===== src/rtl/quad_step_decoder.sv =====
// Quadrature A/B front end for updown_counter: synchronise, debounce, decode x4 Gray
// transitions into step/dir pulses, and count illegal two-bit jumps.
`timescale 1ns/1ps
module quad_step_decoder #(
  parameter int DEBOUNCE_CYCLES = 4,
  parameter int ERR_W           = 8
) (
  input  logic             clk,
  input  logic             rstn,
  input  logic             quad_a,
  input  logic             quad_b,
  input  logic             dec_en,
  input  logic             err_clr,
  output logic             step,
  output logic             dir,
  output logic             err,
  output logic [ERR_W-1:0] err_count
);

  typedef enum logic {ST_INIT, ST_TRACK} state_t;

  localparam logic [7:0]       DCNT_MAX = 8'(DEBOUNCE_CYCLES - 1);
  localparam logic [ERR_W-1:0] ERR_MAX  = '1;
  localparam logic [ERR_W-1:0] ERR_ONE  = ERR_W'(1);

  logic             r_a_meta, r_a_sync, r_b_meta, r_b_sync;
  logic [1:0]       r_cand, r_stable;
  logic [7:0]       r_dcnt;
  state_t           r_state;
  logic             r_step, r_dir, r_err;
  logic [ERR_W-1:0] r_err_count;

  logic [1:0] w_code, w_fwd, w_rev;
  logic       w_accept;
  state_t     w_state_nxt;
  logic       w_step_nxt, w_dir_nxt, w_err_nxt, w_err_inc;

  assign w_code = {r_a_sync, r_b_sync};

  // While in INIT the settled code is taken even if it equals the reset value,
  // so an encoder resting at 00 still moves the block into TRACK.
  assign w_accept = (r_dcnt == DCNT_MAX) &&
                    ((r_state == ST_INIT) || (r_cand != r_stable));

  always_comb begin
    w_fwd = 2'b00;
    w_rev = 2'b00;
    case (r_stable)
      2'b00: begin w_fwd = 2'b01; w_rev = 2'b10; end
      2'b01: begin w_fwd = 2'b11; w_rev = 2'b00; end
      2'b11: begin w_fwd = 2'b10; w_rev = 2'b01; end
      default: begin w_fwd = 2'b00; w_rev = 2'b11; end
    endcase
  end

  always_ff @(posedge clk or negedge rstn) begin
    if (!rstn) begin
      r_a_meta <= 1'b0;
      r_a_sync <= 1'b0;
      r_b_meta <= 1'b0;
      r_b_sync <= 1'b0;
    end else begin
      r_a_meta <= quad_a;
      r_a_sync <= r_a_meta;
      r_b_meta <= quad_b;
      r_b_sync <= r_b_meta;
    end
  end

  // Acceptance looks at the candidate held before this edge, so a code that
  // survived the full window is taken even if the pin moves on the same edge.
  always_ff @(posedge clk or negedge rstn) begin
    if (!rstn) begin
      r_cand   <= 2'b00;
      r_dcnt   <= 8'd0;
      r_stable <= 2'b00;
    end else begin
      if (w_code != r_cand) begin
        r_cand <= w_code;
        r_dcnt <= 8'd0;
      end else if (r_dcnt < DCNT_MAX) begin
        r_dcnt <= r_dcnt + 8'd1;
      end
      if (w_accept) begin
        r_stable <= r_cand;
      end
    end
  end

  always_ff @(posedge clk or negedge rstn) begin
    if (!rstn) begin
      r_state <= ST_INIT;
      r_step  <= 1'b0;
      r_dir   <= 1'b0;
      r_err   <= 1'b0;
    end else begin
      r_state <= w_state_nxt;
      r_step  <= w_step_nxt;
      r_dir   <= w_dir_nxt;
      r_err   <= w_err_nxt;
    end
  end

  always_comb begin
    w_state_nxt = r_state;
    w_step_nxt  = 1'b0;
    w_dir_nxt   = r_dir;
    w_err_nxt   = 1'b0;
    w_err_inc   = 1'b0;
    if (w_accept) begin
      case (r_state)
        ST_INIT: begin
          w_state_nxt = ST_TRACK;
        end
        default: begin
          if (r_cand == w_fwd) begin
            w_step_nxt = dec_en;
            w_dir_nxt  = 1'b1;
          end else if (r_cand == w_rev) begin
            w_step_nxt = dec_en;
            w_dir_nxt  = 1'b0;
          end else begin
            w_err_nxt = 1'b1;
            w_err_inc = 1'b1;
          end
        end
      endcase
    end
  end

  always_ff @(posedge clk or negedge rstn) begin
    if (!rstn) begin
      r_err_count <= '0;
    end else if (err_clr) begin
      r_err_count <= '0;
    end else if (w_err_inc && (r_err_count != ERR_MAX)) begin
      r_err_count <= r_err_count + ERR_ONE;
    end
  end

  assign step      = r_step;
  assign dir       = r_dir;
  assign err       = r_err;
  assign err_count = r_err_count;

endmodule


===== config.mk =====
export PLATFORM = sky130hd
export DESIGN_NAME = quad_step_decoder
export DESIGN_NICKNAME = d
export VERILOG_FILES = /design/src/rtl/quad_step_decoder.sv
export SDC_FILE = /design/constraint.sdc
export NUM_CORES = 1
export LEC_CHECK = 0
export ABC_AREA = 1
export CAP_MARGIN = 20
export CORE_MARGIN = 2
export CORE_UTILIZATION = 61
export CTS_BUF_LIST = sky130_fd_sc_hd__clkbuf_8
export DETAILED_ROUTE_END_ITERATION = 8
export PLACE_DENSITY = 0.86
export SYNTH_ARGS = -nofsm -noshare
export SYNTH_HDL_FRONTEND = slang
export SYNTH_SLANG_ARGS = --single-unit

===== constraint.sdc =====
create_clock -name clk -period 2.58 [get_ports clk]
set_clock_uncertainty 0.15 [all_clocks]
set_input_delay 0.516 -clock clk [delete_from_list [all_inputs] [get_ports clk]]
set_output_delay 0.516 -clock clk [all_outputs]
set_load 0.02 [all_outputs]

==> After elaboration in Yosys (flattened, before gate mapping) <==
Index checks and enable logic that the tools add are counted.
{ "word_totals": {"register_bits": 28, "in_bits": 6, "out_inout_bits": 11} }
{ "op_classes": {"n_addsub": 2, "n_lt_le_gt_ge": 1, "eq_ne": 8, "n_mux": 16, "bitwise_logic": 1, "n_reduce_logical": 8} }
{ "op_table": {"columns": ["op", "count"], "rows": [
  ["8-bit two-way mux", 4],
  ["8-bit by 1-bit adder with 8-bit output, second input constant", 2],
  ["2-bit one-hot mux with 3 select lines", 2],
  ["1-bit two-way mux", 10],
  ["8-bit by 2-bit == test with 1-bit output, second input constant", 1],
  ["8-bit by 2-bit < comparator with 1-bit output, second input constant", 1],
  ["8-bit != test, second input constant", 1],
  ["2-bit nonzero test", 3],
  ["2-bit == test", 2],
  ["2-bit != test", 2],
  ["3-bit AND reduction", 1],
  ["2-bit by 1-bit == test with 1-bit output, second input constant", 1],
  ["2-bit == test, second input constant", 1],
  ["1-bit logical AND", 2],
  ["2-bit logical NOT", 1],
  ["1-bit logical OR", 1],
  ["1-bit inverter", 1]
]} }

==> Logic depth before layout (Yosys ltp) <==
{ "depth": {"ltp_word": 10, "ltp_mapped": 9, "ltp_nobuf": 9} }

==> Worst setup path after synthesis <==
Ideal clock, no wire load.
{ "synth_timing": {"path_kind": "register to register", "start": "register r_err_count[0], in the netlist err_count[0]", "end": "register r_err_count[6], in the netlist err_count[6]", "setup_time_ns": 0.119, "arrival_ns": 1.298, "t_required_ns": 2.311, "slack_ns": 1.014, "stages_incl_launch_ff": 10, "period_less_slack_ns": 1.566, "path_cell_list": "dfrtp_1 ha_1 nand2_1 inv_2 nand2_2 clkinv_2 nand3_4 nand3_4 nand3_1 nand2_1"} }
{ "synth_via": {"elab_chain_cells": 3, "word_cells_on_any_way": 6, "cone_classes": "add/sub (1); eq/ne (1); mux (2); reduce/logical (2)"} }
{ "synth_rtl": {"columns": ["element", "line", "text"], "rows": [
  ["start, declared", "31", "logic [ERR_W-1:0] r_err_count;"],
  ["start signal, assigned", "137", "r_err_count <= r_err_count + ERR_ONE;"],
  ["8-bit by 1-bit adder with 8-bit output or 8-bit != test (tied branches)", "137, 136", null],
  ["8-bit two-way mux or 1-bit logical AND (tied branches)", "136", "end else if (w_err_inc && (r_err_count != ERR_MAX)) begin"],
  ["8-bit two-way mux or 2-bit nonzero test (tied branches)", null, null]
]} }
Parallel ways exist; a longest one is shown, timed or not. The select of a mux whose other input is x is not followed.
A chain may end at the register's enable or synchronous reset.

==> Final worst setup path <==
{ "layout_timing": {"start": "register r_err_count[6], in the netlist err_count[6]", "end": "output port err_count[6]"} }
{ "layout_lines": {"columns": ["element", "line", "text"], "rows": [
  ["end, declared", "17", "output logic [ERR_W-1:0] err_count"]
]} }
No word-level cell between the ends.

==> metrics <==
area delta synth->final=16.0%; register area share after synthesis=0.483; Reg clk slew, reported paths=around 0.09 ns; Slowest-stage cell, CP=clkdlybuf4s50_1; biggest area consumer among synthesized cells=dfrtp_1; CORE AREA=0.00223 mm2; Hold Fails Final Rpt=0; GR Overflow Total=0; Worst Path Buf+Inv=1; status=completed; post-CTS setup buffers=0; vias per inst=about 5.2; Design Area, Final=about 0.0017 mm2; Clk pwr share=0.212; Hold WC Path Type=reg2reg; post-layout net count=between 150 and 200; largest net degree at the start of global routing=29; Slew HR=0.690; worst path arrival time=roughly 1.4 ns; Final min period=2.06 ns; crit path kind=reg2out; Rows=17; Int Pwr=between 700 and 800 uW; number of global-route vias before repair=between 1000 and 1500; Startpoint Class=flop; combinational share of power=0.296; Max Freq=0.486 GHz; GP Congestion=around 0.75; Pwr Density=~650 mW/mm2; CP max stage delay=between 0.6 and 0.7 ns; Seq cells post-synth=28; Area after DPL=about 0.0016 mm2; wire per inst=between 10 and 15 um; first-pass GRT wire length=4590 um; CTS Sinks=28; Clock Tree Buf Depth=2; switching pwr=386 uW; CTS Hold Buffers Added=0; Post-synth ARST share=1.00; PortBufs=16; Ant. Diodes=0; fraction of layout instances using a drive strength above 1=0.162; Setup TNS=0 ns; drt drc=0; post-cts resize count=0; clk root buf=clkbuf_8; Worst Tran Pin Value=between 0.4 and 0.5 ns; Layout Utilization=0.753; total of warnings raised by yosys=0; drt initial violations=14; synthesized net count=~180; Max IR drop VDD=around 580 uV; worst-path fanout max=5; Synth Instances=~170; DIE AREA=~0.0028 mm2; 1st-pass router iterations=4; dominant cells by area after synthesis=dfrtp_1 (48%), nand2_1 (11%), inv_1 (5.2%); Worst Path Required=1.91 ns; final setup fails=0; Synth Area per Inst=around 8.6 um2; final wirelength=2660 um; IO Pins=17; detailed-route via count=1101; crit-path cells=clkdlybuf4s50_1; Clock Latency Late Sink=0.27 ns; WHS=between 0.2 and 0.25 ns; Synth cell types=26; Top delay family on crit path=buffers and inverters; die width=roughly 53 um; max-slew violations=0; switching fraction of total power=0.352; Total GRT Usage=0.234; Die Ht=approximately 53 um; CTS tree=yes; leakage power=~0.00088 uW; top-area cell type share of the netlist area=0.483; Reg power frac=0.492; crit end category=output pin; period utilisation layout=0.798; initial antenna violation count=0; dpl hpwl=roughly 2000 um; initial core utilization=0.649; Tot Pwr=1100 uW; H-tree Lvls=1; max-cap viol count=0; unrepaired setup endpoints after global routing=false; Post-Syn Area=0.00145 mm2; top_reg_cell synth=dfrtp_1; EDFF count, synth=0; cts bufs inserted=3; antenna-violating nets left=0
==> cell families after synthesis <==
logic type,count (synthesis),synth area share
AO/OA/AOI/OAI,6,0.0311
XOR/XNOR,4,0.0242
adder cells (fa/ha/maj),2,0.0173
buffers and inverters,29,0.0768
flip-flops,28,0.483
AND/OR/NAND/NOR,99,0.368
==> path summary, 6_finish.rpt <==
check | from | slack (ns) | end | cells past startpoint
max in group asynchronous | rstn | 1.56 | r_dcnt[4]$_DFFE_PN0P_ | 2
min in group asynchronous | rstn | 0.46 | r_stable[0]$_DFFE_PN0P_ | 2
max | err_count[6]$_DFFE_PN0P_ | 0.52 | err_count[6] | 1
min reg2reg | r_a_meta$_DFF_PN0_ | 0.21 | r_a_sync$_DFF_PN0_ | 0
max reg2reg | err_count[0]$_DFFE_PN0P_ | 0.95 | err_count[3]$_DFFE_PN0P_ | 9
min | r_a_meta$_DFF_PN0_ | 0.21 | r_a_sync$_DFF_PN0_ | 0
==> placed cells by master, fill, tap and decap left out, types with 2 or more instances in the layout <==
cell type	instances
clkdlybuf4s50_1	16
dfrtp_1	28
clkbuf_8	3
inv_1	20
xnor2_1	3
nand3_1	12
ha_1	2
nor2_1	16
o21ai_1	2
nand2_2	6
nand2_1	42
nor2_2	2
nand3_4	3
inv_2	5
nand3_2	3
nand4_1	10
nor2_4	2
==> layout make-up <==
cell class / instances / area (um2)
multi-input cells: 111 / 638
flip-flops and latches: 28 / 701
fillers: 172 / 552
repair buffers: 17 / 168
well taps: 28 / 35.0
inverters: 26 / 98.8
clock buffers: 3 / 41.3
==> stage by stage <==
stage	setup slack, ns	instances
global placement	0.850	210
CTS	0.521	213
floorplan	1.01	168
detailed placement	0.809	210
global route	0.494	213
finish	0.522	213
==> power by group through the flow <==
| stage | clock network, uW | logic [uW] | registers, uW |
|---|---|---|---|
| 6_report | 233 | 324 | 539 |
| 5_1_grt | 250 | 361 | 548 |
| 4_1_cts | 239 | 329 | 539 |
| 3_5_place_dp | 0 | 327 | 548 |
| 3_3_place_gp | 0 | 309 | 542 |
| 2_1_floorplan | 0 | 248 | 548 |
==> state kept, by name, indices dropped and copies added, names as in the netlist <==
signal and flops:
r_a_sync 1, r_b_sync 1, err_count 8, r_a_meta 1, r_state 1, step 1
r_dcnt 8, r_b_meta 1, r_stable 2, r_cand 2, dir 1, err 1
==> routing by layer <==
| layer | up-vias | GRT usage | share of wire |
|---|---|---|---|
| met5 | - | 0 | 0 |
| met4 | 0 | 0.124 | 0.021 |
| met3 | 5 | 0.0371 | 0.028 |
| met2 | 18 | 0.406 | 0.49 |
| met1 | 519 | 0.275 | 0.46 |
| li1 | 559 | - | - |
==> cells in the mapped netlist (3+ instances only) <==
cell	number
nand2_1	42
dfrtp_1	28
inv_1	20
nor2_1	16
nand3_1	12
nand4_1	10
nand2_2	6
inv_2	5
nand3_2	3
nand3_4	3
xnor2_1	3
No activity file was read; power rests on OpenSTA's default activity.
